[src/rtl/px_stream_arbiter_pkg.sv]
// Shared constants and types for the pixel stream arbiter: pixel width, mode encodings
// and the source identifier stored in the tag FIFO.
package px_stream_arbiter_pkg;

    localparam int MAX_PIXEL_BITS = 24;

    localparam logic [1:0] ARB_MODE_REQ0 = 2'b00;
    localparam logic [1:0] ARB_MODE_REQ1 = 2'b01;
    localparam logic [1:0] ARB_MODE_RR   = 2'b10;
    localparam logic [1:0] ARB_MODE_PRIO = 2'b11;

    typedef enum logic {
        SRC_SPI  = 1'b0,
        SRC_LFSR = 1'b1
    } src_e;

endpackage

[src/rtl/px_stream_arbiter_if.sv]
// Pixel buses around the arbiter: two requester streams and the shared datapath.
// Every stream is a pulse handshake: data is valid only in the single cycle its rdy strobe is high.
interface px_stream_arbiter_if #(
    parameter int PX_W = 24
);
    logic [PX_W-1:0] s0_px_i;
    logic            s0_rdy_i;
    logic [PX_W-1:0] s0_px_o;
    logic            s0_rdy_o;
    logic [PX_W-1:0] s1_px_i;
    logic            s1_rdy_i;
    logic [PX_W-1:0] s1_px_o;
    logic            s1_rdy_o;
    logic [PX_W-1:0] dp_px_o;
    logic            dp_rdy_o;
    logic [PX_W-1:0] dp_px_i;
    logic            dp_rdy_i;

    modport slave (
        input  s0_px_i, s0_rdy_i, s1_px_i, s1_rdy_i, dp_px_i, dp_rdy_i,
        output s0_px_o, s0_rdy_o, s1_px_o, s1_rdy_o, dp_px_o, dp_rdy_o
    );

    modport master (
        output s0_px_i, s0_rdy_i, s1_px_i, s1_rdy_i, dp_px_i, dp_rdy_i,
        input  s0_px_o, s0_rdy_o, s1_px_o, s1_rdy_o, dp_px_o, dp_rdy_o
    );
endinterface

[src/rtl/px_stream_arbiter_tag_fifo.sv]
// In-order record of which source issued each pixel still inside the datapath.
// Pointers wrap naturally because DEPTH is a power of two.
module px_tag_fifo
    import px_stream_arbiter_pkg::*;
#(
    parameter int DEPTH = 4
) (
    input  logic clk_i,
    input  logic nreset_i,
    input  logic flush_i,
    input  logic push_i,
    input  src_e push_tag_i,
    input  logic pop_i,
    output src_e head_o,
    output logic full_o,
    output logic empty_o
);
    localparam int AW = $clog2(DEPTH);

    src_e          mem [DEPTH];
    logic [AW-1:0] wr_ptr;
    logic [AW-1:0] rd_ptr;
    logic [AW:0]   count;

    assign head_o  = mem[rd_ptr];
    assign full_o  = (count == (AW+1)'(DEPTH));
    assign empty_o = (count == '0);

    always_ff @(posedge clk_i or negedge nreset_i) begin
        if (!nreset_i) begin
            wr_ptr <= '0;
            rd_ptr <= '0;
            count  <= '0;
            for (int i = 0; i < DEPTH; i++) mem[i] <= SRC_SPI;
        end else if (flush_i) begin
            wr_ptr <= '0;
            rd_ptr <= '0;
            count  <= '0;
        end else begin
            if (push_i) begin
                mem[wr_ptr] <= push_tag_i;
                wr_ptr      <= wr_ptr + 1'b1;
            end
            if (pop_i) rd_ptr <= rd_ptr + 1'b1;
            case ({push_i, pop_i})
                2'b10:   count <= count + 1'b1;
                2'b01:   count <= count - 1'b1;
                default: count <= count;
            endcase
        end
    end
endmodule

[src/rtl/px_stream_arbiter.sv]
// Shares one pixel datapath between two pulse-handshake sources: one holding register per source,
// mode-selected grant, and in-order routing of datapath results back to the issuing source.
module px_stream_arbiter
    import px_stream_arbiter_pkg::*;
#(
    parameter int PX_W      = MAX_PIXEL_BITS,
    parameter int TAG_DEPTH = 4
) (
    input  logic                clk_i,
    input  logic                nreset_i,
    input  logic [1:0]          mode_i,
    input  logic                enable_i,
    input  logic                flush_i,
    px_stream_arbiter_if.slave  bus,
    output logic [1:0]          overflow_o,
    output logic                spurious_o,
    output logic                busy_o
);
    logic [PX_W-1:0] hold [2];
    logic [PX_W-1:0] px_in [2];
    logic [1:0]      valid;
    logic [1:0]      rdy_in;
    logic [1:0]      elig;
    logic [1:0]      grant;
    src_e            last_grant;
    src_e            head_tag;
    logic            tag_full;
    logic            tag_empty;
    logic            pop;

    logic [PX_W-1:0] dp_px_q, s0_px_q, s1_px_q;
    logic            dp_rdy_q, s0_rdy_q, s1_rdy_q;

    assign px_in[0]  = bus.s0_px_i;
    assign px_in[1]  = bus.s1_px_i;
    assign rdy_in    = {bus.s1_rdy_i, bus.s0_rdy_i};

    assign bus.dp_px_o  = dp_px_q;
    assign bus.dp_rdy_o = dp_rdy_q;
    assign bus.s0_px_o  = s0_px_q;
    assign bus.s0_rdy_o = s0_rdy_q;
    assign bus.s1_px_o  = s1_px_q;
    assign bus.s1_rdy_o = s1_rdy_q;

    assign busy_o = (|valid) || !tag_empty;
    assign pop    = bus.dp_rdy_i && !tag_empty && !flush_i;

    // Full comes from the registered count, so a same-cycle pop never unblocks a grant.
    always_comb begin
        elig[0] = valid[0] && (mode_i != ARB_MODE_REQ1);
        elig[1] = valid[1] && (mode_i != ARB_MODE_REQ0);
        grant   = 2'b00;
        if (enable_i && !flush_i && !tag_full) begin
            if (elig[0] && elig[1]) begin
                if (mode_i == ARB_MODE_RR && last_grant == SRC_SPI) grant = 2'b10;
                else                                                 grant = 2'b01;
            end else if (elig[0]) begin
                grant = 2'b01;
            end else if (elig[1]) begin
                grant = 2'b10;
            end
        end
    end

    px_tag_fifo #(.DEPTH(TAG_DEPTH)) u_tag_fifo (
        .clk_i      (clk_i),
        .nreset_i   (nreset_i),
        .flush_i    (flush_i),
        .push_i     (|grant),
        .push_tag_i (grant[1] ? SRC_LFSR : SRC_SPI),
        .pop_i      (pop),
        .head_o     (head_tag),
        .full_o     (tag_full),
        .empty_o    (tag_empty)
    );

    always_ff @(posedge clk_i or negedge nreset_i) begin
        if (!nreset_i) begin
            hold[0]    <= '0;
            hold[1]    <= '0;
            valid      <= '0;
            last_grant <= SRC_LFSR;
            dp_px_q    <= '0;
            dp_rdy_q   <= 1'b0;
            s0_px_q    <= '0;
            s0_rdy_q   <= 1'b0;
            s1_px_q    <= '0;
            s1_rdy_q   <= 1'b0;
            overflow_o <= '0;
            spurious_o <= 1'b0;
        end else begin
            dp_rdy_q <= |grant;
            if (|grant) begin
                dp_px_q    <= grant[1] ? hold[1] : hold[0];
                last_grant <= grant[1] ? SRC_LFSR : SRC_SPI;
            end
            // A strobe landing in the cycle its own hold is granted refills the slot.
            for (int n = 0; n < 2; n++) begin
                if (flush_i) begin
                    valid[n] <= 1'b0;
                end else if (rdy_in[n]) begin
                    if (valid[n] && !grant[n]) begin
                        overflow_o[n] <= 1'b1;
                    end else begin
                        hold[n]  <= px_in[n];
                        valid[n] <= 1'b1;
                    end
                end else if (grant[n]) begin
                    valid[n] <= 1'b0;
                end
            end
            s0_rdy_q <= pop && (head_tag == SRC_SPI);
            s1_rdy_q <= pop && (head_tag == SRC_LFSR);
            if (pop && head_tag == SRC_SPI)  s0_px_q <= bus.dp_px_i;
            if (pop && head_tag == SRC_LFSR) s1_px_q <= bus.dp_px_i;
            if (bus.dp_rdy_i && tag_empty) spurious_o <= 1'b1;
        end
    end
endmodule

[src/flat_wrapper.sv]
// flat-port wrapper written by rule: the top's interface ports become plain ports
module px_stream_arbiter_flat import px_stream_arbiter_pkg::*;
#(
    parameter int PX_W      = MAX_PIXEL_BITS,
    parameter int TAG_DEPTH = 4
)
  (clk_i, nreset_i, mode_i, enable_i, flush_i, overflow_o, spurious_o, busy_o, bus_s0_px_i, bus_s0_rdy_i, bus_s1_px_i, bus_s1_rdy_i, bus_dp_px_i, bus_dp_rdy_i, bus_s0_px_o, bus_s0_rdy_o, bus_s1_px_o, bus_s1_rdy_o, bus_dp_px_o, bus_dp_rdy_o);
  px_stream_arbiter_if #(.PX_W(PX_W)) bus_i ();
  input  logic clk_i;
  input  logic nreset_i;
  input  logic [1:0] mode_i;
  input  logic enable_i;
  input  logic flush_i;
  output logic [1:0] overflow_o;
  output logic spurious_o;
  output logic busy_o;
  input wire logic [$bits(bus_i.s0_px_i)-1:0] bus_s0_px_i;
  input wire logic [$bits(bus_i.s0_rdy_i)-1:0] bus_s0_rdy_i;
  input wire logic [$bits(bus_i.s1_px_i)-1:0] bus_s1_px_i;
  input wire logic [$bits(bus_i.s1_rdy_i)-1:0] bus_s1_rdy_i;
  input wire logic [$bits(bus_i.dp_px_i)-1:0] bus_dp_px_i;
  input wire logic [$bits(bus_i.dp_rdy_i)-1:0] bus_dp_rdy_i;
  output wire logic [$bits(bus_i.s0_px_o)-1:0] bus_s0_px_o;
  output wire logic [$bits(bus_i.s0_rdy_o)-1:0] bus_s0_rdy_o;
  output wire logic [$bits(bus_i.s1_px_o)-1:0] bus_s1_px_o;
  output wire logic [$bits(bus_i.s1_rdy_o)-1:0] bus_s1_rdy_o;
  output wire logic [$bits(bus_i.dp_px_o)-1:0] bus_dp_px_o;
  output wire logic [$bits(bus_i.dp_rdy_o)-1:0] bus_dp_rdy_o;
  assign bus_i.s0_px_i = bus_s0_px_i;
  assign bus_i.s0_rdy_i = bus_s0_rdy_i;
  assign bus_i.s1_px_i = bus_s1_px_i;
  assign bus_i.s1_rdy_i = bus_s1_rdy_i;
  assign bus_i.dp_px_i = bus_dp_px_i;
  assign bus_i.dp_rdy_i = bus_dp_rdy_i;
  assign bus_s0_px_o = bus_i.s0_px_o;
  assign bus_s0_rdy_o = bus_i.s0_rdy_o;
  assign bus_s1_px_o = bus_i.s1_px_o;
  assign bus_s1_rdy_o = bus_i.s1_rdy_o;
  assign bus_dp_px_o = bus_i.dp_px_o;
  assign bus_dp_rdy_o = bus_i.dp_rdy_o;
  px_stream_arbiter #(.PX_W(PX_W), .TAG_DEPTH(TAG_DEPTH)) u_core (.clk_i(clk_i), .nreset_i(nreset_i), .mode_i(mode_i), .enable_i(enable_i), .flush_i(flush_i), .bus(bus_i), .overflow_o(overflow_o), .spurious_o(spurious_o), .busy_o(busy_o));
endmodule
[config.mk]
export PLATFORM = sky130hd
export DESIGN_NAME = px_stream_arbiter_flat
export DESIGN_NICKNAME = d
export VERILOG_FILES = /design/src/rtl/px_stream_arbiter_pkg.sv /design/src/rtl/px_stream_arbiter_if.sv /design/src/rtl/px_stream_arbiter_tag_fifo.sv /design/src/rtl/px_stream_arbiter.sv /design/src/flat_wrapper.sv
export SDC_FILE = /design/constraint.sdc
export NUM_CORES = 1
export LEC_CHECK = 0
export ABC_CLOCK_PERIOD_IN_PS = 8750
export CAP_MARGIN = 25
export CORE_ASPECT_RATIO = 0.7
export CORE_MARGIN = 2
export CORE_UTILIZATION = 52
export DETAILED_ROUTE_END_ITERATION = 10
export PLACE_DENSITY = 0.88
export SLEW_MARGIN = 20
export SYNTH_ARGS = -nofsm -noshare
export SYNTH_HDL_FRONTEND = slang
export SYNTH_HIERARCHICAL = 1
export SYNTH_SLANG_ARGS = --single-unit
[constraint.sdc]
create_clock -name clk_i -period 8.75 [get_ports clk_i]
set_input_delay 2.1875 -clock clk_i [delete_from_list [all_inputs] [get_ports clk_i]]
set_output_delay 2.1875 -clock clk_i [all_outputs]
set_load 0.02 [all_outputs]
# Word level (Yosys, flattened, before mapping)
# Cells that the tools add are included.
totals:
  ff_bits: 140
  in_bits: 81
  out_inout_bits: 79
op_classes:
  addsub: 4
  magnitude_cmp: 3
  n_eq_ne: 7
  mux: 27
  bitwise: 7
  reduce_logical: 36
op_table:
  columns: ["op", "n"]
  rows:
  - ["$mux 24", 1]
  - ["$mux 2", 9]
  - ["$logic_and 1x1->1", 14]
  - ["$mux 1", 12]
  - ["$reduce_and 3->1", 4]
  - ["$reduce_bool 3->1", 3]
  - ["$ge 3x3->1 const B", 2]
  - ["$ne 3x3->1 const B", 2]
  - ["$not 2->3", 2]
  - ["$pmux 3 s2", 1]
  - ["$reduce_and 2->1", 3]
  - ["$reduce_bool 2->1", 3]
  - ["$logic_not 1->1", 5]
  - ["$not 1->1", 5]
  - ["$add 2x1->2 const B", 2]
  - ["$bwmux 4", 1]
  - ["$eq 2x2->1 const B", 2]
  - ["$reduce_or 2->1", 2]
  - ["$add 3x1->3 const B", 1]
  - ["$eq 3x3->1 const B", 1]
  - ["$logic_not 3->1", 1]
  - ["$lt 3x1->1 const B", 1]
  - ["$mux 3", 1]
  - ["$sub 3x1->3 const B", 1]
  - ["other kinds (5)", 5]

# Depth between registers and ports, before layout
# Gate-level depths: netlist of the first run.
depth:
  depth_word: 11
  depth_mapped: 10

# By module
# Netlist of the first run, hierarchy kept.
modules_own_cells:
  columns: ["module", "n_inst", "cells_each", "area_per_inst_um2", "seq_area_each_um2"]
  rows:
  - ["px_stream_arbiter", 1, 326, 5138.7, 3229.3]
  - ["px_tag_fifo", 1, 52, 625.6, 275.3]

# Worst setup path after synthesis of the first run
# OpenSTA, ideal clock, no wires.
synth_path:
  kind: "input -> register"
  from: "input port flush_i"
  to: "register u_core.u_tag_fifo.count[2]"
  setup_time_ps: 126
  arrival_time_ps: 4362
  required_time_ps: 8624
  path_slack_ps: 4263
  path_stages: 9
  path_buffers: 2
  path_cell_list: "or3b_4 nor3_2 buf_2 buf_6 and2b_2 fa_1 and3b_1 nor3_1 nor3b_2"
synth_between:
  elab_chain_len: 8
synth_lines:
  columns: ["item", "line", "text"]
  rows:
  - ["from (decl)", "flat_wrapper.sv:13", "input logic flush_i;"]
  - ["$logic_not 1->1", "px_stream_arbiter.sv:46, px_stream_arbiter.sv:53", null]
  - ["$logic_and 1x1->1 (2 in series)", "px_stream_arbiter.sv:53", "if (enable_i && !flush_i && !tag_full) begin"]
  - ["$mux 2", "px_stream_arbiter.sv:53", null]
  - ["$reduce_or 2->1", "px_stream_arbiter.sv:69", ".push_i (|grant),"]
  - ["$eq 2x1->1 or $eq 2x2->1 (tied branches)", "px_stream_arbiter_tag_fifo.sv:45", "case ({push_i, pop_i})"]
  - ["$pmux 3 s2", "px_stream_arbiter_tag_fifo.sv:45", null]
  - ["$mux 3", "px_stream_arbiter_tag_fifo.sv:35", "end else if (flush_i) begin"]
  - ["to (signal assigned)", "px_stream_arbiter_tag_fifo.sv:46", "2'b10: count <= count + 1'b1;"]
  - ["to (signal assigned)", "px_stream_arbiter_tag_fifo.sv:47", "2'b01: count <= count - 1'b1;"]
  - ["to (signal assigned)", "px_stream_arbiter_tag_fifo.sv:48", "default: count <= count;"]
  - ["to (decl)", "px_stream_arbiter_tag_fifo.sv:23", "logic [AW:0] count;"]
# Several ways; a longest one is shown, not always the timed one.
# A chain may end at the register's enable or synchronous reset.

# Worst setup path after layout of the first run
# Same ends and word-level chain as after synthesis.

==> results.json, run 1 <==
{
  "run_status": "completed",
  "antenna_found_initial": 0,
  "fp.dieH_microns": 92.09,
  "yosysUniqueCellTypes": 47,
  "report.final.slew_viol_count": 0,
  "core_area_sq_um": 10890,
  "syn_nets": 464,
  "hold_depth": 1,
  "rsz0062_at_grt": "no",
  "fin_crit_ps": 4610,
  "power_mw": 2.321,
  "worst_hold_slack_ps": 466.2,
  "finalHoldViolCount": 0,
  "maxCapViolCount": 0,
  "critPathMaxFanout": 15,
  "r2r-start": "u_core/u_tag_fifo/count[0]",
  "post_cts_buffers": 0,
  "stdcell_count": 708,
  "hpwl_microns": 9064,
  "cts_htree_levels": 4,
  "cts_tree": "done",
  "ys.flop_type": "dfrtp_1",
  "final_cell_mix": "clkdlybuf4s50_1, dfrtp_1, mux2_2",
  "wirelength_microns": 14170,
  "ys_seq_area_share_pct": 60.80,
  "placedCellCount": 676,
  "arrival_ps": 4870,
  "fillers": 696,
  "cts_buffer_depth": 2,
  "cts_hold_buffers": 0,
  "ios": 160,
  "path_cells": "clkdlybuf4s50_1, or3b_4, nor3_4, and2b_2, fa_1, nor3b_1, o21ai_1, nor3b_2",
  "critPathKind": "input pin to flop",
  "drive_gt1_share_pct": 23.60,
  "layout_commonest_cell": "clkdlybuf4s50_1",
  "gp_congestion": 0.7439,
  "numCtsBuffers": 17,
  "diodes": 0,
  "dpl_worst_slack_ps": 3616,
  "vias": 3847,
  "fin_crit_sh_pct": 52.68,
  "grt_max_degree": 72,
  "cts_sinks": 140,
  "grt_util_all_layers_pct": 24.78,
  "cp_slowest_stage_delay_ps": 750,
  "drtPass1Iterations": 4,
  "syn_inst": 378,
  "fin_skew_ps": 7.324,
  "die_width_microns": 129.8,
  "power_density_nw_per_um2": 282.8,
  "ff2ff_path_depth": 6,
  "min_from": "u_core/overflow_o[1]",
  "route.detailed.drc": 0,
  "die_area_sq_um": 11960,
  "clkTransAtPathRegs_ps": 60,
  "clock_latency_ps": 410,
  "drtAntennaViolNets": 0,
  "synth_area_sq_um": 5764,
  "avgViaCountPerCell": 5.434,
  "start_kind": "input pin",
  "overflow": 0,
  "grt_pass1_vias": 4318,
  "synth_edf_count": 0,
  "drtIter0Drc": 145,
  "ys_seq_elements": 140,
  "synth_warnings": 6,
  "leakagePower_nw": 3.546,
  "syn_avg_cell_area_sq_um": 15.25,
  "tightest_slew_ps": 876.0,
  "io_buffers": 159,
  "hold_path.class": "flop to flop",
  "endpoint_kind": "flop",
  "setup_viol": 0,
  "cp_slowest_cell": "clkdlybuf4s50_1",
  "cp.required_ps": 9010,
  "setup_tns_ps": 0,
  "cts_root_buffer": "clkbuf_16",
  "fin_ws_ps": 4140,
  "routedWlPerCell_microns": 20.01,
  "ir_drop_mv": 0.1857,
  "relSlewSlack_pct": 41.60,
  "syn_to_final_growth_pct": 42.37,
  "row_count": 32,
  "grt_pass1_wl_microns": 22690,
  "nets": 629,
  "crit_path_start": "flush_i",
  "timing.fmax_mhz": 216.9,
  "ys_async_sr_fraction_pct": 100.0,
  "initial_core_util_pct": 52.93,
  "cts_resized": 0
}
-- synthesized netlist by cell type (2+ instances only) --
library cell / number / share of area, %
inv_1: 5 / 0.33
xnor2_1: 3 / 0.46
buf_6: 3 / 0.59
dfrtp_1: 139 / 60
ha_1: 4 / 0.87
nor3b_2: 2 / 0.43
nand3_1: 2 / 0.17
nor2b_1: 2 / 0.22
mux2_1: 24 / 4.7
nand2_1: 9 / 0.59
mux2i_1: 2 / 0.35
o32a_1: 24 / 4.2
a21oi_1: 2 / 0.17
nor3_1: 2 / 0.17
clkbuf_1: 8 / 0.52
buf_2: 9 / 0.78
nor3b_1: 3 / 0.39
nor2_1: 9 / 0.59
mux2_2: 56 / 11
o21a_1: 24 / 3.1
mux2_4: 20 / 5.2
-- final cells by class --
cell class | instances | area, sq um | share of cell area, %
clock buffer | 17 | 425.4 | 5.184
multi-input combinational | 211 | 2145 | 26.13
tap | 153 | 191.4 | 2.333
timing repair buffer | 168 | 1680 | 20.48
sequential | 140 | 3505 | 42.70
inverter | 5 | 18.77 | 0.2287
clock inverter | 14 | 241.5 | 2.943
-- final timing paths --
check,to,slack [ps]
worst max register to register,u_core/hold[19],6250
max in group asynchronous,u_core/hold[11],5640
worst min-delay path,u_core/overflow_o[1],470
min in group asynchronous,u_core/bus.dp_px_o[17],1780
worst max-delay path,u_core/u_tag_fifo/count[2],4140
worst min register to register,u_core/overflow_o[1],470
-- sequential cells by signal, indices dropped and copies added (netlist names) --
name                      flops
u_core/hold                  48
u_core/bus.dp_px_o           24
u_core/bus.s0_px_o           24
u_core/bus.s1_px_o           24
u_core/u_tag_fifo/mem         4
u_core/u_tag_fifo/count       3
u_core/overflow_o             2
u_core/u_tag_fifo/rd_ptr      2
u_core/u_tag_fifo/wr_ptr      2
u_core/valid                  2
u_core/bus.dp_rdy_o           1
u_core/bus.s0_rdy_o           1
u_core/bus.s1_rdy_o           1
u_core/last_grant             1
u_core/spurious_o             1
-- per-layer routing --
layer  GRT usage [%]  wire [microns]
met2           41.67            7250
met1           31.69            6042
met4           9.409             362
met5               0               0
met3           5.134             510
-- per-stage QoR --
stage / instance area, sq um / utilization [%]
3_5_place_dp: 7535 / 69.19
5_1_grt: 8207 / 75.36
2_1_floorplan: 5764 / -
4_1_cts: 8202 / 75.31
3_3_place_gp: 7490 / 68.77
6_report: 8207 / 75.36
-- power by group --
part	internal [mW]	switching (mW)	leakage [nW]
Sequential	0.802	0.0917	1.72
Combinational	0.340	0.272	1.50
Clock	0.536	0.279	0.324
-- critical path, delay by kind of cell --
kind | cells | cell delay (ps)
buffers and inverters | 1 | 750
AO/OA/AOI/OAI | 1 | 80
adder cells (fa/ha/maj) | 1 | 380
AND/OR/NAND/NOR | 5 | 1460
-- kinds of logic (layout without fill, tap and decap cells) --
family	after synthesis	count (layout)	synth area share, %
buf+inv	27	204	2.409
mux	103	103	21.58
fa+ha+maj	5	5	1.216
flops	140	140	60.80
compound gates	58	58	8.726
simple gates	40	40	4.385
xor+xnor	5	5	0.8901
(Power assumes the default switching activity.)
==> run 2, diff against run 1 <==
ABC_CLOCK_PERIOD_IN_PS = 4200   (was 8750)
CORE_UTILIZATION = 43   (was 52)
PLACE_DENSITY = 0.78   (was 0.88)
clock period = 4.2 ns   (was 8.75 ns; I/O delays follow)
==> run 2 against run 1 <==
Net effect:
- register-to-register slack got worse by 4500 ps
- sequential share of layout area rose by 0.25 points
- final area decreased by 0.58%
- power rose by 100%
- via count shrank 1.9%
- hold slack got worse by 15 ps
- wire length shrank 4.8%
- highest routed layer unchanged
==> results.json, run 2 (synthesized netlist as in run 1, its figures left out) <==
{
  "placedCellCount": 691,
  "diodes": 0,
  "power.share.combinational_pct": 27.4,
  "core_area_sq_um": 13140,
  "overflow": 0,
  "fin_crit_sh_pct": 70.85,
  "fin_area_sq_um": 8159,
  "stdcell_count": 723,
  "layout_commonest_cell": "clkdlybuf4s50_1",
  "row_count": 35,
  "antenna_found_initial": 0,
  "fin_ws_ps": 1224,
  "hold_path.class": "flop to flop",
  "dpl_worst_slack_ps": 841.8,
  "grt_max_degree": 85,
  "cts_hold_buffers": 0,
  "cts_buffer_depth": 2,
  "arrival_ps": 3260,
  "cts_htree_levels": 4,
  "report.final.slew_viol_count": 0,
  "syn_to_final_growth_pct": 41.55,
  "regMostFlops": "u_core/hold",
  "r2r-start": "u_core/u_tag_fifo/count[2]",
  "drtAntennaViolNets": 0,
  "placed_area_sq_um": 7556,
  "cts_resized": 0,
  "p_seq_share_pct": 40.0,
  "initial_core_util_pct": 43.88,
  "ir_drop_mv": 0.2614,
  "min_from": "u_core/spurious_o",
  "drtIter0Drc": 162,
  "final_cell_mix": "clkdlybuf4s50_1, dfrtp_1, mux2_2",
  "maxCapViolCount": 0,
  "numCtsBuffers": 17,
  "drtPass1Iterations": 4,
  "leakagePower_nw": 3.516,
  "route.detailed.drc": 0,
  "cp.required_ps": 4480,
  "worstReg2RegEnd": "u_core/u_tag_fifo/count[2]",
  "io_buffers": 159,
  "ff2ff_path_depth": 8,
  "die_width_microns": 142.4,
  "ios": 160,
  "holdPathEnd": "u_core/spurious_o",
  "avgViaCountPerCell": 5.219,
  "routedWlPerCell_microns": 18.65,
  "r2r_slack_ps": 1760,
  "rsz0062_at_grt": "no",
  "fin_crit_ps": 2976,
  "endpoint_kind": "flop",
  "hold_depth": 1,
  "p_sw_mw": 1.291,
  "fp.dieH_microns": 100.9,
  "wirelength_microns": 13480,
  "fillers": 995,
  "vias": 3773,
  "cts_sinks": 140,
  "run_status": "completed",
  "start_kind": "input pin",
  "power_density_nw_per_um2": 567.9,
  "clock_latency_ps": 410,
  "timing.fmax_mhz": 336.1,
  "relSlewSlack_pct": 48.18,
  "clkTransAtPathRegs_ps": 60,
  "critPathKind": "input pin to flop",
  "fin_skew_ps": 10.99,
  "die_area_sq_um": 14360,
  "setup_tns_ps": 0,
  "post-route-util_pct": 62.10,
  "critPathMaxFanout": 2,
  "nets": 630,
  "switching_share_pct": 27.86,
  "drive_gt1_share_pct": 23.52,
  "cts_tree": "done",
  "clkPwrFrac_pct": 32.6,
  "tightest_slew_ps": 777.3,
  "finalHoldViolCount": 0,
  "largest_reg_flops": 48,
  "internal-power_mw": 3.343,
  "grt_util_all_layers_pct": 19.86,
  "hpwl_microns": 9237,
  "gp_congestion": 0.7825,
  "post_cts_buffers": 0,
  "grt_pass1_vias": 4109,
  "setup_viol": 0,
  "cts_root_buffer": "clkbuf_16",
  "grt_pass1_wl_microns": 21750
}
[run 2: changes by cell type in the layout (fill, tap and decap cells not counted), sizes merged]
cell | before | now
clkinv | 4 | 6
clkbuf | 17 | 21
bufinv | 6 | 3
inv | 8 | 5
clkinvlp | 1 | 2
buf | 10 | 11
[run 2: worst max-delay path: stages]
cell and delay [ps]:
clkdlybuf4s50_1 470, or3b_4 420, nor3_4 190, and2b_2 240, fa_1 380, nor3b_1 260
o21ai_1 90, nor3b_2 150
[run 2: metal layers]
layer	track usage [%]	share of wire, %	up-vias
met1	25.71	43	1941
li1	-	-	1707
met4	5.941	1.4	0
met2	33.33	51	110
met3	5.131	4.8	15
met5	0	0	-
[run 2: area by class of cell]
class	instances	area, sq um	share of cell area (%)
inverters	5	18.77	0.2300
clock inverters	11	142.6	1.748
clock buffers	21	460.4	5.643
well taps	166	207.7	2.546
flip-flops and latches	140	3505	42.95
repair buffers	169	1680	20.59
multi-input cells	211	2145	26.28
[run 2: worst max path at each step]
stage	to	slack, ps	depth (start not counted)	start
finish	u_core/u_tag_fifo/count[2]	1220	8	enable_i
detailed placement	u_core/u_tag_fifo/count[2]	840	8	enable_i
global route	u_core/u_tag_fifo/count[2]	1130	8	enable_i
CTS	u_core/u_tag_fifo/count[2]	1250	8	enable_i
global placement	u_core/u_tag_fifo/count[2]	840	8	enable_i
floorplan	u_core/u_tag_fifo/count[2]	850	9	flush_i
[run 2: power by group through the flow]
stage | combinational [mW] | clock, mW | sequential, mW
6_report | 1.27 | 1.51 | 1.85
5_1_grt | 1.34 | 1.61 | 1.90
4_1_cts | 1.29 | 1.55 | 1.86
3_5_place_dp | 1.28 | 0 | 1.88
3_3_place_gp | 1.26 | 0 | 1.85
2_1_floorplan | 0.377 | 0 | 2.11
[run 2: per-stage QoR]
| step | power [mW] | hold WS [ps] |
|---|---|---|
| floorplan | 2.485 | 446.2 |
| finish | 4.634 | 451.0 |
| global placement | 3.108 | 440.2 |
| detailed placement | 3.160 | 443.1 |
| global route | 4.855 | 474.3 |
| CTS | 4.695 | 455.8 |
==> variant (config.mk and constraints of run 2) <==
Make the reset (`nreset_i`) synchronous in 2 clocked blocks.
--- a/src/rtl/px_stream_arbiter_tag_fifo.sv
+++ b/src/rtl/px_stream_arbiter_tag_fifo.sv
@@ -26,7 +26,7 @@
     assign full_o  = (count == (AW+1)'(DEPTH));
     assign empty_o = (count == '0);
 
-    always_ff @(posedge clk_i or negedge nreset_i) begin
+    always_ff @(posedge clk_i) begin
         if (!nreset_i) begin
             wr_ptr <= '0;
             rd_ptr <= '0;
--- a/src/rtl/px_stream_arbiter.sv
+++ b/src/rtl/px_stream_arbiter.sv
@@ -74,7 +74,7 @@
         .empty_o    (tag_empty)
     );
 
-    always_ff @(posedge clk_i or negedge nreset_i) begin
+    always_ff @(posedge clk_i) begin
         if (!nreset_i) begin
             hold[0]    <= '0;
             hold[1]    <= '0;
Check against the original RTL: differs if nreset_i is asserted again (counterexample within 4 cycles, from zero or initial values and one cycle with nreset_i low); with nreset_i held inactive, the same outputs for 4 cycles.
==> variant against run 2 <==
- via count grew 20%
- first-iteration DRC count rose by 33%
- synthesized cell count grew 47%
- maximum frequency down 11%
- register-to-register slack worse by 0.18 ns
- sequential cell count increased by 2
- worst setup slack lost 0.36 ns
- clock skew about the same
- cell area decreased by 3.8%
- routed wire length up 2.9%
- utilization is 0.65 points higher
- synthesized area decreased by 3.7%
- largest cell class unchanged
Power is not compared: it rests on default switching activity, and its combinational part moved more than twofold at a synthesized area within 25%.
==> variant: results (changes against run 2) <==
----------------------------------------------------
[Status]
  Result of the run ... completed (unchanged)

[Detailed routing]
  Mean routed wirelength per cell ... 15.72 um (was 18.65 um)
  Detailed-routing wirelength on met1 ... 6025 um (was 5736 um)

[Timing]
  Slew @ Worst Pin ... 1.087 ns (was 0.7773 ns)
  Post-layout min period ... 3.339 ns (was 2.976 ns)

[Critical path]
  Startpoint of the worst register-to-register path ... u_core/u_tag_fifo/count[0]$_SDFFE_PP0P_ (was u_core/u_tag_fifo/count[2]$_DFFE_PN0P_)
  R2r worst-path depth ... 12 (was 8)
  Maximum fanout count along the critical path ... 4 (was 2)
  Data arrival time of the critical path ... 3.67 ns (was 3.26 ns)
  Worst setup slack for register-to-register paths ... 1.58 ns (was 1.76 ns)
  Critical path startpoint ... mode_i[0] (was enable_i)

[Placed design]
  Instance area at placement ... 7237 um^2 (was 7556 um^2)
  Final RePlAce weighted congestion ... 0.8261 (was 0.7825)
  Pre-CTS WS ... 0.4697 ns (was 0.8418 ns)
  Placed instance count ... 850 (was 691)
  Estimated wirelength of the detail-placed design ... 9110 um (was 9237 um)

[Finish]
  Post-layout nets ... 790 (was 630)
  Layout fillers ... 976 (was 995)

[Synthesis]
  Asr flop ratio synth ... 0% (was 100.0%)
  Xor/xnor share of the synthesized area ... 0.9466% (was 0.8900%)
  Number of distinct standard cells referenced by the synthesized netlist ... 45 (was 47)
  Sequential share of the synthesized area ... 60.04% (was 60.80%)

[Global routing]
  GR Layer Usage met1 ... 25.51% (was 25.71%)
  Via count of the first global-routing pass ... 4,580 (was 4,109)

[Power]
  Final Total Pwr ... ~3.2 mW

[Hold path]
  Hold Startpoint ... u_core/overflow_o[1]$_SDFFE_PN0P_ (was u_core/spurious_o$_DFFE_PN0P_)
  Number of cells traversed by the worst hold path ... 2 (was 1)

----------------------------------------------------
## variant: cell types whose count changed after synthesis, moves of 20 or more
cell and delta:
sky130_fd_sc_hd__o21a_1 -23, sky130_fd_sc_hd__mux2_2 -56, sky130_fd_sc_hd__nand2_1 +147, sky130_fd_sc_hd__edfxtp_1 +49, sky130_fd_sc_hd__dfrtp_1 -139, sky130_fd_sc_hd__mux2_1 -24, sky130_fd_sc_hd__dfxtp_1 +93, sky130_fd_sc_hd__a21oi_1 +74
sky130_fd_sc_hd__mux2_4 -20, sky130_fd_sc_hd__and2_1 +48, sky130_fd_sc_hd__o32a_1 -24, sky130_fd_sc_hd__a311oi_1 +20
## variant: final cells by class
class / count / area share, %
Sequential cell: 142 / 42.47
Multi-Input combinational cell: 366 / 25.39
Timing Repair Buffer: 169 / 21.23
Clock buffer: 25 / 6.871
Tap cell: 162 / 2.582
Clock inverter: 7 / 0.9246
Inverter: 11 / 0.5261
